`config.mk`:
```
export PLATFORM = sky130hd
export DESIGN_NAME = i2s_tx
export DESIGN_NICKNAME = d
export VERILOG_FILES = /design/src/rtl/i2s_tx.sv
export SDC_FILE = /design/constraint.sdc
export NUM_CORES = 1
export LEC_CHECK = 0
export ABC_AREA = 0
export CORE_MARGIN = 2
export CORE_UTILIZATION = 31
export DETAILED_ROUTE_END_ITERATION = 8
export HOLD_SLACK_MARGIN = 0.05
export PLACE_DENSITY = 0.62
export SLEW_MARGIN = 20
export SYNTH_ARGS = -nofsm -noshare
export SYNTH_HDL_FRONTEND = slang
export SYNTH_SLANG_ARGS = --single-unit
```
`constraint.sdc`:
```
create_clock -name clk -period 2.3 [get_ports clk]
set_input_delay 0.46 -clock clk [delete_from_list [all_inputs] [get_ports clk]]
set_output_delay 0.46 -clock clk [all_outputs]
set_load 0.03 [all_outputs]
```
`src/rtl/i2s_tx.sv`:
```
// Philips I2S serializer: 16-bit L/R, MSB first, one-bit delay, bclk/lrclk from clk divider.
// Latency: samples taken at the n=16 strobe are loaded at the next n=1 fall and appear on sdata from there.
// No backpressure: the DAC is free-running; stop requests wait for a frame boundary.
module i2s_tx #(
  parameter int BCLK_HALF_DIV = 8
) (
  input  logic        clk,
  input  logic        rst_n,
  input  logic        enable,
  input  logic [15:0] left_sample,
  input  logic [15:0] right_sample,
  output logic        sample_strobe,
  output logic        i2s_bclk,
  output logic        i2s_lrclk,
  output logic        i2s_sdata,
  output logic        busy
);

  localparam int DW = (BCLK_HALF_DIV > 1) ? $clog2(BCLK_HALF_DIV) : 1;
  localparam logic [DW-1:0] DIV_TC = DW'(BCLK_HALF_DIV - 1);

  typedef enum logic {IDLE, RUN} state_t;

  state_t        state_q, state_d;
  logic [DW-1:0] div_q, div_d;
  logic [4:0]    n_q, n_d, n_nxt;
  logic [31:0]   sh_q, sh_d;
  logic          bclk_q, bclk_d;
  logic          lr_q, lr_d;
  logic          sd_q, sd_d;
  logic          stb_q, stb_d;
  logic          busy_q, busy_d;

  always_ff @(posedge clk or negedge rst_n) begin
    if (!rst_n) begin
      state_q <= IDLE;
      div_q   <= '0;
      n_q     <= 5'd31;
      sh_q    <= '0;
      bclk_q  <= 1'b0;
      lr_q    <= 1'b0;
      sd_q    <= 1'b0;
      stb_q   <= 1'b0;
      busy_q  <= 1'b0;
    end else begin
      state_q <= state_d;
      div_q   <= div_d;
      n_q     <= n_d;
      sh_q    <= sh_d;
      bclk_q  <= bclk_d;
      lr_q    <= lr_d;
      sd_q    <= sd_d;
      stb_q   <= stb_d;
      busy_q  <= busy_d;
    end
  end

  always_comb begin
    state_d = state_q;
    div_d   = div_q;
    n_d     = n_q;
    sh_d    = sh_q;
    bclk_d  = bclk_q;
    lr_d    = lr_q;
    sd_d    = sd_q;
    busy_d  = busy_q;
    stb_d   = 1'b0;
    n_nxt   = n_q + 5'd1;
    case (state_q)
      IDLE: begin
        div_d  = '0;
        n_d    = 5'd31;
        bclk_d = 1'b0;
        lr_d   = 1'b0;
        sd_d   = 1'b0;
        busy_d = 1'b0;
        if (enable) begin
          state_d = RUN;
          busy_d  = 1'b1;
        end
      end
      RUN: begin
        if (div_q == DIV_TC) begin
          div_d  = '0;
          bclk_d = ~bclk_q;
          if (bclk_q) begin
            // Falling edge: enable only matters on the step into n=1
            if (n_nxt == 5'd1 && !enable) begin
              state_d = IDLE;
              bclk_d  = 1'b0;
              lr_d    = 1'b0;
              sd_d    = 1'b0;
              n_d     = 5'd31;
              busy_d  = 1'b0;
              sh_d    = '0;
            end else begin
              n_d   = n_nxt;
              lr_d  = n_nxt[4];
              stb_d = (n_nxt == 5'd16);
              if (n_nxt == 5'd1) begin
                sh_d = {left_sample, right_sample};
                sd_d = left_sample[15];
              end else begin
                sh_d = {sh_q[30:0], 1'b0};
                sd_d = sh_q[30];
              end
            end
          end
        end else begin
          div_d = div_q + DW'(1);
        end
      end
      default: state_d = IDLE;
    endcase
  end

  assign sample_strobe = stb_q;
  assign i2s_bclk      = bclk_q;
  assign i2s_lrclk     = lr_q;
  assign i2s_sdata     = sd_q;
  assign busy          = busy_q;

endmodule

```
==> report_table.html, run 1 <==
<table>
<tr><th>Metric</th><th>Value</th></tr>
<tr><th colspan="2">Status</th></tr>
<tr><td>Outcome</td><td>complete, no violations</td></tr>
<tr><th colspan="2">Logic synthesis</th></tr>
<tr><td>Synth cell types</td><td>42</td></tr>
<tr><td>Sequential-to-total area share from yosys stat</td><td>48.8%</td></tr>
<tr><td>Synth top cells by count</td><td>40 x sky130_fd_sc_hd__dfrtp_1, 34 x sky130_fd_sc_hd__nand2_1, 32 x sky130_fd_sc_hd__nor2_1, 30 x sky130_fd_sc_hd__a31oi_1, 27 x sky130_fd_sc_hd__nand3_1</td></tr>
<tr><td>Cell with the most instances after synthesis</td><td>sky130_fd_sc_hd__dfrtp_1</td></tr>
<tr><td>Warnings from Yosys</td><td>0</td></tr>
<tr><td>Post-synthesis instance area</td><td>0.00232 mm2</td></tr>
<tr><td>Cell type with the largest total area after synthesis</td><td>sky130_fd_sc_hd__dfrtp_1</td></tr>
<tr><td>Net count after synthesis</td><td>281</td></tr>
<tr><td>Number of enable flip-flop cells after synthesis</td><td>0</td></tr>
<tr><td>Share of the synthesized area in the top cell type</td><td>43.1%</td></tr>
<tr><td>Register bit total from synthesis</td><td>45</td></tr>
<tr><td>Fraction of registers with async set or reset after synthesis</td><td>100%</td></tr>
<tr><td>Top cells by area in the synthesized netlist</td><td>sky130_fd_sc_hd__dfrtp_1 43%, sky130_fd_sc_hd__a31oi_1 8.1%, sky130_fd_sc_hd__nand3_1 5.8%</td></tr>
<tr><td>Post-synthesis average cell area</td><td>9.63 um2</td></tr>
<tr><td>Prevailing post-synth register cell</td><td>sky130_fd_sc_hd__dfrtp_1</td></tr>
<tr><td>Syn Inst Count</td><td>241</td></tr>
<tr><th colspan="2">Timing</th></tr>
<tr><td>Worst slew margin relative to its limit</td><td>61.2%</td></tr>
<tr><td>Setup-violating endpoint count in the final report</td><td>0</td></tr>
<tr><td>Ratio of final minimum period to clock period</td><td>88.6%</td></tr>
<tr><td>Crit path time final</td><td>2.04 ns</td></tr>
<tr><td>Hold Vio Cnt, Final</td><td>0</td></tr>
<tr><td>Hold slack final</td><td>0.236 ns</td></tr>
<tr><td>RSZ-0062 raised after global routing</td><td>no</td></tr>
<tr><td>Post-Route Setup TNS</td><td>0 ns</td></tr>
<tr><td>Worst clock skew on the final layout</td><td>0.00631 ns</td></tr>
<tr><td>Worst slew pin tran</td><td>0.582 ns</td></tr>
<tr><td>Highest attainable clock frequency</td><td>0.490 GHz</td></tr>
<tr><td>Count of pins over their slew limit</td><td>0</td></tr>
<tr><th colspan="2">Power</th></tr>
<tr><td>Leakage</td><td>1.20 nW</td></tr>
<tr><td>VDD IR max</td><td>0.000321 V</td></tr>
<tr><td>PD cells</td><td>1040 mW/mm2</td></tr>
<tr><td>Post-layout total power</td><td>2.94 mW</td></tr>
<tr><th colspan="2">Worst setup path</th></tr>
<tr><td>Arrival time of data at the critical path endpoint</td><td>2.21 ns</td></tr>
<tr><td>Required time worst endpoint</td><td>2.47 ns</td></tr>
<tr><td>Category of the most critical setup path</td><td>reg2reg</td></tr>
<tr><td>Buf/Inv on CP</td><td>0</td></tr>
<tr><td>Crit path capture type</td><td>register</td></tr>
<tr><td>Crit-path max FO</td><td>13</td></tr>
<tr><td>Depth of the worst register-to-register path</td><td>6</td></tr>
<tr><td>Critical-path top delay cell</td><td>sky130_fd_sc_hd__dfstp_2</td></tr>
<tr><td>CP cell instances</td><td>ha_1, and2_4, a31o_1, nand3_2, a211o_1, a21boi_0</td></tr>
<tr><td>Nature of the critical path startpoint</td><td>register</td></tr>
<tr><td>Delay-heaviest family, CP</td><td>compound AO/OA/AOI/OAI gates</td></tr>
<tr><td>Levels on crit path</td><td>6</td></tr>
<tr><td>Max incr delay on CP</td><td>0.59 ns</td></tr>
<tr><th colspan="2">Finish</th></tr>
<tr><td>Ant diodes</td><td>0</td></tr>
<tr><td>Proportion of layout cells with a drive suffix above 1</td><td>14.2%</td></tr>
<tr><td>Multi-input gate area in the final layout</td><td>986 um2</td></tr>
<tr><td>Sequential Area</td><td>0.00113 mm2</td></tr>
<tr><td>Number of standard cells in the layout, taps in and fillers out</td><td>374</td></tr>
<tr><td>Final-stage net count</td><td>314</td></tr>
<tr><td>Utilization after layout</td><td>38.9%</td></tr>
<tr><td>Relative area change from synthesis to final layout</td><td>21.5%</td></tr>
<tr><td>Fill count</td><td>748</td></tr>
<tr><th colspan="2">Routing</th></tr>
<tr><td>Initial DRC Count</td><td>85</td></tr>
<tr><td>First-pass DRT Iterations</td><td>5</td></tr>
<tr><td>Final routed wirelength across all metal layers</td><td>4840 um</td></tr>
<tr><td>Via total after detailed routing</td><td>1791</td></tr>
<tr><td>Antenna Nets Post-Route</td><td>0</td></tr>
<tr><td>Final routed wire length divided by cell count</td><td>12.9 um</td></tr>
<tr><td>Per-cell via count in the routed design</td><td>4.79</td></tr>
<tr><td>Remaining design rule violation count</td><td>0</td></tr>
<tr><th colspan="2">Clocking</th></tr>
<tr><td>H-tree level count</td><td>2</td></tr>
<tr><td>Number of hold buffers added after cts</td><td>0</td></tr>
<tr><td>Clock latency reported for the late side of the worst-skew pair</td><td>0.30 ns</td></tr>
<tr><td>CTS Root Buffer Type</td><td>sky130_fd_sc_hd__clkbuf_8</td></tr>
<tr><td>Clock tree from TritonCTS</td><td>done</td></tr>
<tr><td>CTS resizes</td><td>0</td></tr>
<tr><td>Sinks on Clock Net</td><td>45</td></tr>
<tr><td>CTS buffer count</td><td>5</td></tr>
<tr><td>Clock tree buffer depth</td><td>2</td></tr>
<tr><td>Clock transition at path regs</td><td>0.08 ns</td></tr>
<tr><td>Setup Buffers After CTS</td><td>0</td></tr>
<tr><th colspan="2">Place</th></tr>
<tr><td>Number of buffers added on ports</td><td>39</td></tr>
<tr><td>Final HPWL DP</td><td>3300 um</td></tr>
<tr><td>Weighted congestion at the end of routability-driven global placement</td><td>0.788</td></tr>
<tr><td>DP Cell Count</td><td>366</td></tr>
<tr><th colspan="2">Flow run</th></tr>
<tr><td>Max-cap violation count</td><td>0</td></tr>
<tr><th colspan="2">GRT</th></tr>
<tr><td>Global-route usage over all layers</td><td>12.5%</td></tr>
<tr><td>Global-route congestion overflow total</td><td>0</td></tr>
<tr><td>Number of antenna violations at the first check in global routing</td><td>0</td></tr>
<tr><td>Number of global-route vias before repair</td><td>1756</td></tr>
<tr><td>First-pass GRT wire length</td><td>8310 um</td></tr>
<tr><td>Largest net degree at the start of global routing</td><td>46</td></tr>
<tr><th colspan="2">Floorplan</th></tr>
<tr><td>Initial Util</td><td>32.0%</td></tr>
<tr><td>Die area</td><td>0.00819 mm2</td></tr>
<tr><td>Horizontal die dimension</td><td>90.5 um</td></tr>
<tr><td>Area of the core</td><td>0.00725 mm2</td></tr>
<tr><td>Number of placement rows</td><td>31</td></tr>
<tr><td>Die Y</td><td>90.5 um</td></tr>
<tr><td>I/O pin total</td><td>40</td></tr>
<tr><th colspan="2">Worst hold path</th></tr>
<tr><td>Worst min path class</td><td>in2async</td></tr>
</table>
-- state kept, by name (all words and copies together) (netlist names) --
| signal | cells |
|---|---|
| i2s_lrclk | 1 |
| n_q | 5 |
| state_q | 1 |
| sample_strobe | 1 |
| i2s_bclk | 1 |
| div_q | 3 |
| sh_q | 31 |
| i2s_sdata | 1 |
| busy | 1 |
-- metal layers --
metal | vias to the layer above | routed length, um | global-route usage [%]
li1 | 906 | - | -
met1 | 841 | 2290 | 16.7
met2 | 37 | 2230 | 19.3
met3 | 7 | 249 | 3.92
met4 | 0 | 70 | 3.85
met5 | - | 0 | 0
-- cells in the final DEF, fill, tap and decap left out, drive strengths merged, types with 2 or more instances in the layout --
cell type | Yosys | routed
o21ai | 3 | 3
inv | 3 | 3
and3 | 5 | 5
o221ai | 2 | 2
ha | 5 | 5
xor2 | 2 | 2
clkdlybuf4s50 | 0 | 38
nand3 | 36 | 36
buf | 11 | 10
and2 | 4 | 4
nand2 | 34 | 34
nor2 | 32 | 32
a31oi | 30 | 30
nor3 | 2 | 2
clkbuf | 10 | 7
dfstp | 5 | 5
o21a | 2 | 2
dfrtp | 40 | 40
-- worst paths after layout --
path / start / to / slack, ns
min in group clk: div_q[0]$_DFF_PN0_ / div_q[0]$_DFF_PN0_ / 0.44
max in group asynchronous: rst_n / sh_q[15]$_DFFE_PN0P_ / 1.65
max: n_q[0]$_DFFE_PN1P_ / busy$_DFFE_PN0P_ / 0.26
min: rst_n / sh_q[20]$_DFFE_PN0P_ / 0.24
max reg2reg: n_q[0]$_DFFE_PN1P_ / busy$_DFFE_PN0P_ / 0.26
min reg2reg: div_q[0]$_DFF_PN0_ / div_q[0]$_DFF_PN0_ / 0.44
-- per-stage QoR --
stage	area, um2	setup slack, ns
6_report	2820	0.261
5_1_grt	2820	0.108
3_5_place_dp	2720	0.270
3_3_place_gp	2720	0.331
2_1_floorplan	2320	0.513
4_1_cts	2820	0.255
-- report_power, final --
group,switching [mW],internal [mW]
Clock,0.262,0.272
Combinational,0.548,0.507
Sequential,0.220,1.13
Total,1.03,1.91
-- logic make-up after synthesis --
kind of cell             after synthesis  synth area share [%]
AND/OR/NAND/NOR                      117                  24.8
XOR/XNOR                               2                  1.08
flip-flops                            45                  48.8
adder cells (fa/ha/maj)                5                  2.70
buffers and inverters                 25                  8.79
AO/OA/AOI/OAI                         46                  13.4
multiplexers                           1                 0.485
-- area by class of cell --
type	count	share of cell area, %
clock buffer	7	3.42
tap	99	4.39
timing repair buffer	48	16.5
clock inverter	1	0.177
multi-input combinational	171	35.0
sequential	45	40.2
inverter	3	0.399
No activity file was read; power rests on OpenSTA's default activity.
==> run 2, diff against run 1 <==
MAX_ROUTING_LAYER = met4   (was unset)
==> run 2 against run 1 <==
Wire length is essentially flat. Fmax shrank 0.18%. Clock-buffer cell count is the same. Sequential power is essentially flat. Via count grew 0.73%. Worst setup slack lost 0.0037 ns. Final cell count is the same. Core utilization is the same. Flip-flop and latch count is the same. Global-route usage grew 0.37 points. Critical path type unchanged. Combinational power is essentially flat.
==> report_table.html, run 2 (synthesis gave the netlist of run 1 again) <==
<table>
<tr><th>Metric</th><th>Value</th></tr>
<tr><th colspan="2">Finish</th></tr>
<tr><td>Most frequent cells in the layout</td><td>40 x sky130_fd_sc_hd__dfrtp_1, 38 x sky130_fd_sc_hd__clkdlybuf4s50_1, 34 x sky130_fd_sc_hd__nand2_1, 32 x sky130_fd_sc_hd__nor2_1, 30 x sky130_fd_sc_hd__a31oi_1</td></tr>
<tr><td>Ant diodes</td><td>0 (unchanged)</td></tr>
<tr><td>Final-stage net count</td><td>314 (unchanged)</td></tr>
<tr><td>Biggest regs</td><td>sh_q (31), n_q (5), div_q (3)</td></tr>
<tr><td>Proportion of layout cells with a drive suffix above 1</td><td>14.2% (unchanged)</td></tr>
<tr><td>Largest register by flop count</td><td>sh_q</td></tr>
<tr><td>Leading cell type in the layout, fill and taps excluded</td><td>sky130_fd_sc_hd__dfrtp_1</td></tr>
<tr><td>Multi-input gate area in the final layout</td><td>986 um2 (unchanged)</td></tr>
<tr><td>Sequential Area</td><td>0.00113 mm2 (unchanged)</td></tr>
<tr><td>Fill count</td><td>748 (unchanged)</td></tr>
<tr><td>Number of flip-flops under the largest register name</td><td>31 (unchanged)</td></tr>
<tr><td>Relative area change from synthesis to final layout</td><td>21.5% (unchanged)</td></tr>
<tr><td>Summed area of non-filler cells in the final layout</td><td>0.00282 mm2 (unchanged)</td></tr>
<tr><th colspan="2">Flow run</th></tr>
<tr><td>Max-cap violation count</td><td>0 (unchanged)</td></tr>
<tr><th colspan="2">GRT</th></tr>
<tr><td>First-pass GRT wire length</td><td>8330 um (+0.17%)</td></tr>
<tr><td>Global-route met3 utilization</td><td>3.76% (-0.17 points)</td></tr>
<tr><td>Number of global-route vias before repair</td><td>1756 (unchanged)</td></tr>
<tr><td>Number of antenna violations at the first check in global routing</td><td>0 (unchanged)</td></tr>
<tr><td>GRT busiest layer</td><td>met2</td></tr>
<tr><td>Global-route congestion overflow total</td><td>0 (unchanged)</td></tr>
<tr><td>Met1 demand-to-capacity share in global routing</td><td>16.9% (+0.16 points)</td></tr>
<tr><td>Met2 Resource Use GR</td><td>19.3% (unchanged)</td></tr>
<tr><td>Largest net degree at the start of global routing</td><td>46 (unchanged)</td></tr>
<tr><td>Global-route usage over all layers</td><td>12.9% (+0.37 points)</td></tr>
<tr><th colspan="2">Worst setup path</th></tr>
<tr><td>Crit-path max FO</td><td>13 (unchanged)</td></tr>
<tr><td>Crit Reg-Reg Endpoint</td><td>busy$_DFFE_PN0P_</td></tr>
<tr><td>Category of the most critical setup path</td><td>reg2reg</td></tr>
<tr><td>Depth of the worst register-to-register path</td><td>6 (unchanged)</td></tr>
<tr><td>Crit path to</td><td>busy$_DFFE_PN0P_</td></tr>
<tr><td>Source of the worst register-to-register timing path</td><td>n_q[0]$_DFFE_PN1P_</td></tr>
<tr><td>Required time worst endpoint</td><td>2.47 ns (about the same)</td></tr>
<tr><td>Nature of the critical path startpoint</td><td>register</td></tr>
<tr><td>Crit path capture type</td><td>register</td></tr>
<tr><td>Timing startpoint of the critical path</td><td>n_q[0]$_DFFE_PN1P_</td></tr>
<tr><td>Arrival time of data at the critical path endpoint</td><td>2.21 ns (about the same)</td></tr>
<tr><td>Register-to-register path setup slack</td><td>0.26 ns (about the same)</td></tr>
<tr><th colspan="2">Clocking</th></tr>
<tr><td>CTS buffer count</td><td>5 (unchanged)</td></tr>
<tr><td>Number of hold buffers added after cts</td><td>0 (unchanged)</td></tr>
<tr><td>Clock transition at path regs</td><td>0.08 ns (about the same)</td></tr>
<tr><td>Sinks on Clock Net</td><td>45 (unchanged)</td></tr>
<tr><td>Clock latency reported for the late side of the worst-skew pair</td><td>0.30 ns (about the same)</td></tr>
<tr><td>Setup Buffers After CTS</td><td>0 (unchanged)</td></tr>
<tr><td>Clock tree from TritonCTS</td><td>done</td></tr>
<tr><td>CTS Root Buffer Type</td><td>sky130_fd_sc_hd__clkbuf_8</td></tr>
<tr><td>Clock tree buffer depth</td><td>2 (unchanged)</td></tr>
<tr><td>H-tree level count</td><td>2 (unchanged)</td></tr>
<tr><td>CTS resizes</td><td>0 (unchanged)</td></tr>
<tr><th colspan="2">Place</th></tr>
<tr><td>Placed instance area</td><td>0.00272 mm2 (unchanged)</td></tr>
<tr><td>Weighted congestion at the end of routability-driven global placement</td><td>0.799 (+1.4%)</td></tr>
<tr><td>Final HPWL DP</td><td>3300 um (unchanged)</td></tr>
<tr><td>Number of buffers added on ports</td><td>39 (unchanged)</td></tr>
<tr><th colspan="2">Power</th></tr>
<tr><td>Leakage</td><td>1.20 nW (unchanged)</td></tr>
<tr><td>Post-layout total power</td><td>2.94 mW (about the same)</td></tr>
<tr><td>VDD IR max</td><td>0.000321 V (about the same)</td></tr>
<tr><td>PD cells</td><td>1040 mW/mm2 (about the same)</td></tr>
<tr><th colspan="2">Routing</th></tr>
<tr><td>First-pass DRT Iterations</td><td>4 (-1)</td></tr>
<tr><td>Remaining design rule violation count</td><td>0 (unchanged)</td></tr>
<tr><td>Final routed wire length divided by cell count</td><td>12.9 um (about the same)</td></tr>
<tr><td>Final routed wirelength across all metal layers</td><td>4840 um (about the same)</td></tr>
<tr><td>Per-cell via count in the routed design</td><td>4.82 (+0.73%)</td></tr>
<tr><td>Initial DRC Count</td><td>82 (-3.5%)</td></tr>
<tr><td>Via total after detailed routing</td><td>1804 (+0.73%)</td></tr>
<tr><td>Antenna Nets Post-Route</td><td>0 (unchanged)</td></tr>
<tr><th colspan="2">Floorplan</th></tr>
<tr><td>Horizontal die dimension</td><td>90.5 um (unchanged)</td></tr>
<tr><td>I/O pin total</td><td>40 (unchanged)</td></tr>
<tr><td>Number of placement rows</td><td>31 (unchanged)</td></tr>
<tr><td>Area of the core</td><td>0.00725 mm2 (unchanged)</td></tr>
<tr><td>Die Y</td><td>90.5 um (unchanged)</td></tr>
<tr><td>Die area</td><td>0.00819 mm2 (unchanged)</td></tr>
<tr><td>Initial Util</td><td>32.0% (unchanged)</td></tr>
<tr><th colspan="2">Timing</th></tr>
<tr><td>Worst slew pin tran</td><td>0.582 ns (+0.0000765 ns)</td></tr>
<tr><td>Ratio of final minimum period to clock period</td><td>88.8% (+0.16 points)</td></tr>
<tr><td>Count of pins over their slew limit</td><td>0 (unchanged)</td></tr>
<tr><td>Worst clock skew on the final layout</td><td>0.00636 ns (+0.0000518 ns)</td></tr>
<tr><td>Post-Route Setup TNS</td><td>0 ns (unchanged)</td></tr>
<tr><td>Hold Vio Cnt, Final</td><td>0 (unchanged)</td></tr>
<tr><td>Crit path time final</td><td>2.04 ns (+0.00365 ns)</td></tr>
<tr><td>Highest attainable clock frequency</td><td>0.490 GHz (-0.18%)</td></tr>
<tr><td>RSZ-0062 raised after global routing</td><td>no</td></tr>
<tr><td>Worst slew margin relative to its limit</td><td>61.2% (about the same)</td></tr>
<tr><td>Setup-violating endpoint count in the final report</td><td>0 (unchanged)</td></tr>
<tr><th colspan="2">Worst hold path</th></tr>
<tr><td>Worst min path class</td><td>in2async</td></tr>
<tr><th colspan="2">Status</th></tr>
<tr><td>Outcome</td><td>complete, no violations</td></tr>
</table>
-- run 2: cell counts in the layout (fill, tap and decap cells not counted) --
No cell type changed its count.
-- run 2: metal layers --
metal  share of wire, %  vias up
met1                 48      854
met3                4.8        7
met5                  0        -
li1                   -      906
met2                 46       37
met4                1.4        0
-- run 2: how the worst min path moves through the flow --
stage | from | end | cells after the start
after CTS | rst_n | sh_q[20]$_DFFE_PN0P_ | 2
after detailed placement | div_q[0]$_DFF_PN0_ | div_q[0]$_DFF_PN0_ | 1
after global routing | rst_n | sh_q[20]$_DFFE_PN0P_ | 2
after global placement | div_q[0]$_DFF_PN0_ | div_q[0]$_DFF_PN0_ | 1
final | rst_n | sh_q[20]$_DFFE_PN0P_ | 2
after floorplan | rst_n | busy$_DFFE_PN0P_ | 0
-- run 2: through the flow --
| step | setup WS [ns] | hold WS [ns] | util (%) | std cells |
|---|---|---|---|---|
| floorplan | 0.513 | 0.164 | - | 241 |
| global placement | 0.331 | 0.428 | 37.5 | 366 |
| detailed placement | 0.270 | 0.432 | 37.5 | 366 |
| CTS | 0.255 | 0.261 | 38.9 | 374 |
| global route | 0.108 | 0.284 | 38.9 | 374 |
| finish | 0.257 | 0.237 | 38.9 | 374 |
-- run 2: worst max-delay path: stages (launching register included) --
cell and delay, ns:
sky130_fd_sc_hd__dfstp_2 0.59, sky130_fd_sc_hd__ha_1 0.22, sky130_fd_sc_hd__and2_4 0.18, sky130_fd_sc_hd__a31o_1 0.19, sky130_fd_sc_hd__nand3_2 0.24, sky130_fd_sc_hd__a211o_1 0.37
sky130_fd_sc_hd__a21boi_0 0.13
-- run 2: cell type report --
class	count	area share, %
flip-flops and latches	45	40.2
clock buffers	7	3.42
multi-input cells	171	35.0
repair buffers	48	16.5
well taps	99	4.39
inverters	3	0.399
clock inverters	1	0.177
-- run 2: power by group --
group	switching, mW	internal (mW)
Clock	0.262	0.272
Combinational	0.548	0.507
Sequential	0.221	1.13
==> run 3, diff against run 2 <==
MAX_ROUTING_LAYER = unset   (was met4)
==> results of run 3 <==
Final layout, timing and power as in run 1 (identical DEF).
